File: src/rtl/fft_input_loader.sv
// fft_input_loader: collects one complex sample per handshake into a 32-slot
// bit-reversed frame buffer, zero-pads short frames and holds the frame until acked.
module fft_input_loader #(
  parameter int WIDTH = 16
) (
  input  logic                clk,
  input  logic                rst_n,
  input  logic                in_valid_i,
  output logic                in_ready_o,
  input  logic [WIDTH-1:0]    in_real_i,
  input  logic [WIDTH-1:0]    in_imag_i,
  input  logic                in_last_i,
  output logic [WIDTH*32-1:0] frame_real_o,
  output logic [WIDTH*32-1:0] frame_imag_o,
  output logic                frame_valid_o,
  input  logic                frame_ack_i,
  output logic                len_err_o
);
  localparam int N = 32;
  localparam int LOG2N = $clog2(N);
  localparam logic [1:0] FILL = 2'd0, PAD = 2'd1, FULL = 2'd2;
  logic [1:0]         state_q, state_d;
  logic [LOG2N-1:0]   idx_q, idx_d, slot;
  logic [N*WIDTH-1:0] re_q, im_q;
  logic               len_err_q, len_err_d, acc, wr, last, ack;
  always_comb begin
    acc       = in_valid_i & (state_q == FILL);
    ack       = frame_ack_i & (state_q == FULL);
    last      = idx_q == LOG2N'(N - 1);
    wr        = acc | (state_q == PAD);
    slot      = {idx_q[0], idx_q[1], idx_q[2], idx_q[3], idx_q[4]};
    state_d   = acc ? (last ? FULL : in_last_i ? PAD : FILL)
              : (state_q == PAD && last) ? FULL
              : ack ? FILL : state_q;
    idx_d     = ack ? '0 : (wr && !last) ? idx_q + 1'b1 : idx_q;
    len_err_d = acc & last & ~in_last_i;
  end
  // PAD writes zeros through the same slot port used for samples
  always_ff @(posedge clk or negedge rst_n) begin
    if (!rst_n) begin
      state_q   <= FILL;
      idx_q     <= '0;
      re_q      <= '0;
      im_q      <= '0;
      len_err_q <= 1'b0;
    end else begin
      state_q   <= state_d;
      idx_q     <= idx_d;
      len_err_q <= len_err_d;
      if (wr) begin
        re_q[slot*WIDTH +: WIDTH] <= acc ? in_real_i : '0;
        im_q[slot*WIDTH +: WIDTH] <= acc ? in_imag_i : '0;
      end
    end
  end
  assign in_ready_o    = state_q == FILL;
  assign frame_valid_o = state_q == FULL;
  assign len_err_o     = len_err_q;
  assign frame_real_o  = re_q;
  assign frame_imag_o  = im_q;
endmodule
File: config.mk
export PLATFORM = sky130hd
export DESIGN_NAME = fft_input_loader
export DESIGN_NICKNAME = d
export VERILOG_FILES = /design/src/rtl/fft_input_loader.sv
export SDC_FILE = /design/constraint.sdc
export NUM_CORES = 1
export LEC_CHECK = 0
export BUFFER_PORTS_ARGS = -buffer_cell sky130_fd_sc_hd__buf_2
export CAP_MARGIN = 20
export CORE_AREA = 2 2 410 412
export DETAILED_ROUTE_END_ITERATION = 8
export DIE_AREA = 0 0 412 414
export HOLD_SLACK_MARGIN = 0.1
export SLEW_MARGIN = 40
export SYNTH_ARGS = -nofsm -noshare
export SYNTH_HDL_FRONTEND = slang
export SYNTH_SLANG_ARGS = --single-unit
File: constraint.sdc
create_clock -name clk -period 4.57 [get_ports clk]
set_input_delay 0.6855 -clock clk [delete_from_list [all_inputs] [get_ports clk]]
set_output_delay 0.6855 -clock clk [all_outputs]
set_load 0.1 [all_outputs]
==> flow_summary_export.csv <==
group,metric,value,unit
status,status,"completed",
drt,num_vias,29500,
global_routing,grt_usage,0.204,
finish,multi_input_area,0.0141,mm²
power,p_per_area,498,mW/mm²
finish,fill_cells,16800,
drt,drc,0,
finish,drive_gt1_frac,0.541,
global_routing,grt_max_degree,98,
floorplanning,initial_core_util,0.243,
timing,hold_violations,0,
min_path,holdCritPathClass,"in2reg",
clock_tree,clk_path_buf_depth,3,
placement,dpl_worst_slack,0.453,ns
timing,rsz0062_at_grt,"false",
worst_setup_path,critical_path_class,"reg2reg",
timing,fin_crit_sh,0.912,
clock_tree,cts_buffers,113,
yosys,syn_area,0.0405,mm²
worst_setup_path,cpPeakStageDelay,0.58,ns
floorplanning,die_y,414,µm
finish,regArea,0.0258,mm²
drt,drt-wirelength-per-cell,28.3,µm
yosys,synth_nets,2959,
placement,place_congestion,0.854,
yosys,synth-seq-cells,1032,
floorplanning,io_pins,1064,
timing,relSlewSlack,0.441,
clock_tree,cts_max_level,3,
yosys,seq_area_frac_synth,0.638,
clock_tree,clockRootBuffer,"clkbuf_16",
power,total_power,26.5,mW
yosys,ys_warn_count,0,
timing,period_needed,4.17,ns
worst_setup_path,end_kind,"register",
placement,numPortBuffers,1063,
clock_tree,cts.sinks,1032,
yosys,syn_inst,2914,
global_routing,grt_pass1_vias,29700,
timing,fmax,240,MHz
worst_setup_path,critPathTopFamily,"simple AND/OR/NAND/NOR gates",
finish,fin_nets,4056,
placement,hpwlAfterDp,130,mm
timing,worstMarginPinSlew,0.835,ns
yosys,syn_avg_cell_area,13.9,µm²
drt,routed_wl,179,mm
worst_setup_path,crit_chain,"inv_1 -> ha_1 -> and2_1 -> ha_1 -> nor3b_2 -> nand3_1 -> nor2_4 -> buf_12 -> mux2_2",
worst_setup_path,cp_common_cell,"ha_1",
clock_tree,post-cts-setup-buffers,0,
timing,setup_tns,0,ns
floorplanning,rows,150,
clock_tree,clk_pin_slew,0.06,ns
drt,viasPerCell,4.67,
floorplanning,die_area,0.171,mm²
worst_setup_path,path_max_fanout,22,
worst_setup_path,arrival,4.80,ns
worst_setup_path,cp-start-kind,"register",
yosys,yosysUniqueCellTypes,45,
clock_tree,holdBufCountCts,12,
power,ir_drop,352,µV
finish,final_cell_mix,"1062 x buf_2, 1032 x dfrtp_1, 756 x mux2_2, 266 x nor2_1, 163 x nand2_1",
drt,first_pass_iters,5,
timing,worst_clock_skew,0.0409,ns
clock_tree,clk-insertion-delay-late,0.77,ns
floorplanning,dieWidth,412,µm
timing,finalSetupViolCount,0,
worst_setup_path,critPathSlowestCell,"nor3b_2",
finish,layout.cells.most_common,"buf_2",
timing,fin_ws,0.402,ns
clock_tree,ctsResizeCount,0,
drt,drt_first_iter_violations,2241,
power,p_leak,28.5,nW
floorplanning,core_area,0.166,mm²
finish,syn_to_final_growth,31.6,%
timing,finalMaxSlewViolations,0,
placement,dpl.cell_count,6088,
global_routing,antenna_found_initial,25,
finish,fin_cells,6321,
job,maxCapViolations,0,
drt,ant_nets,0,
clock_tree,tritoncts,"built",
global_routing,grt_first_pass_wirelength,244,mm
global_routing,gr-total-overflow,0,
worst_setup_path,cp_data_required_time,5.20,ns
worst_setup_path,worst-path-buf-inv,2,
[routing by layer]
metal	track usage	share of wire	vias to the layer above
met3	0.0410	0.065	299
met2	0.328	0.47	1170
met5	0	0.000078	-
li1	-	-	12500
met4	0.0864	0.042	2
met1	0.266	0.42	15600
[metrics by stage]
step                       util  hold slack [ns]  area [µm²]
after detailed placement  0.297            0.460       49300
after global routing      0.320            0.176       53300
after CTS                 0.320            0.101       53300
after global placement    0.296            0.456       49200
final                     0.321            0.213       53300
after floorplan               -            0.390       40500
[Yosys cell counts (all sizes together)]
master	number	area, µm²
a21o	1	7.51
a21oi	1	5.00
a22o	1	8.76
a22oi	2	20.0
a31oi	1	6.26
and2	1	6.26
and3	6	37.5
and3b	1	8.76
buf	128	641
clkbuf	90	338
dfrtp	1032	25800
ha	8	100
inv	7	26.3
mux2	832	9440
mux2i	2	20.0
nand2	174	656
nand2b	2	12.5
nand3	46	230
nand3b	1	7.51
nand4	4	25.0
nor2	283	1060
nor2b	1	6.26
nor3	10	55.1
nor3b	2	20.0
nor4	1	6.26
o2111ai	3	45.0
o21a	1	7.51
o21ai	101	505
o31ai	129	968
o41ai	33	297
or2	1	6.26
or4b	2	20.0
xnor2	5	43.8
xor2	2	17.5
[registers in the layout, indices dropped and copies added, names as in the netlist]
| signal | flops |
|---|---|
| idx_q | 5 |
| state_q | 2 |
| len_err_o | 1 |
| frame_real_o | 512 |
| frame_imag_o | 512 |
[final cells by class]
type,count,area share
Antenna cell,13,0.000610
Sequential cell,1032,0.485
Inverter,7,0.000493
Clock buffer,160,0.0603
Clock inverter,48,0.0109
Tap cell,2204,0.0517
Multi-Input combinational cell,1657,0.265
Timing Repair Buffer,1200,0.126
[where the power goes]
part	switching [mW]	internal (mW)
logic	6.06	1.43
clock network	4.05	5.33
registers	0.207	9.43
[kinds of logic (layout without fill, tap and decap cells)]
| kind of cell | after synthesis | in the layout | share of synthesized area |
|---|---|---|---|
| AO/OA/AOI/OAI | 273 | 273 | 0.0462 |
| XOR/XNOR | 7 | 7 | 0.00151 |
| adder cells (fa/ha/maj) | 8 | 8 | 0.00247 |
| buffers and inverters | 225 | 1415 | 0.0248 |
| flip-flops | 1032 | 1032 | 0.638 |
| multiplexers | 834 | 834 | 0.234 |
| other | 0 | 13 | 0 |
| AND/OR/NAND/NOR | 535 | 535 | 0.0533 |
[worst paths after layout]
| check | startpoint | to | slack (ns) | depth (start not counted) |
|---|---|---|---|---|
| worst max-delay path | idx_q[3] | frame_imag_o[117] | 0.40 | 9 |
| min in group asynchronous | rst_n | frame_imag_o[32] | 0.47 | 2 |
| worst min-delay path | in_real_i[8] | frame_real_o[8] | 0.21 | 3 |
| worst max register to register | idx_q[3] | frame_imag_o[117] | 0.40 | 9 |
| max in group asynchronous | rst_n | frame_imag_o[190] | 2.59 | 5 |
| worst min register to register | frame_real_o[76] | frame_real_o[76] | 0.47 | 2 |
[worst min-delay path: stages]
cell	delay, ns
buf_2	0.13
nand2_1	0.05
o21ai_0	0.08
(Power assumes the default switching activity.)
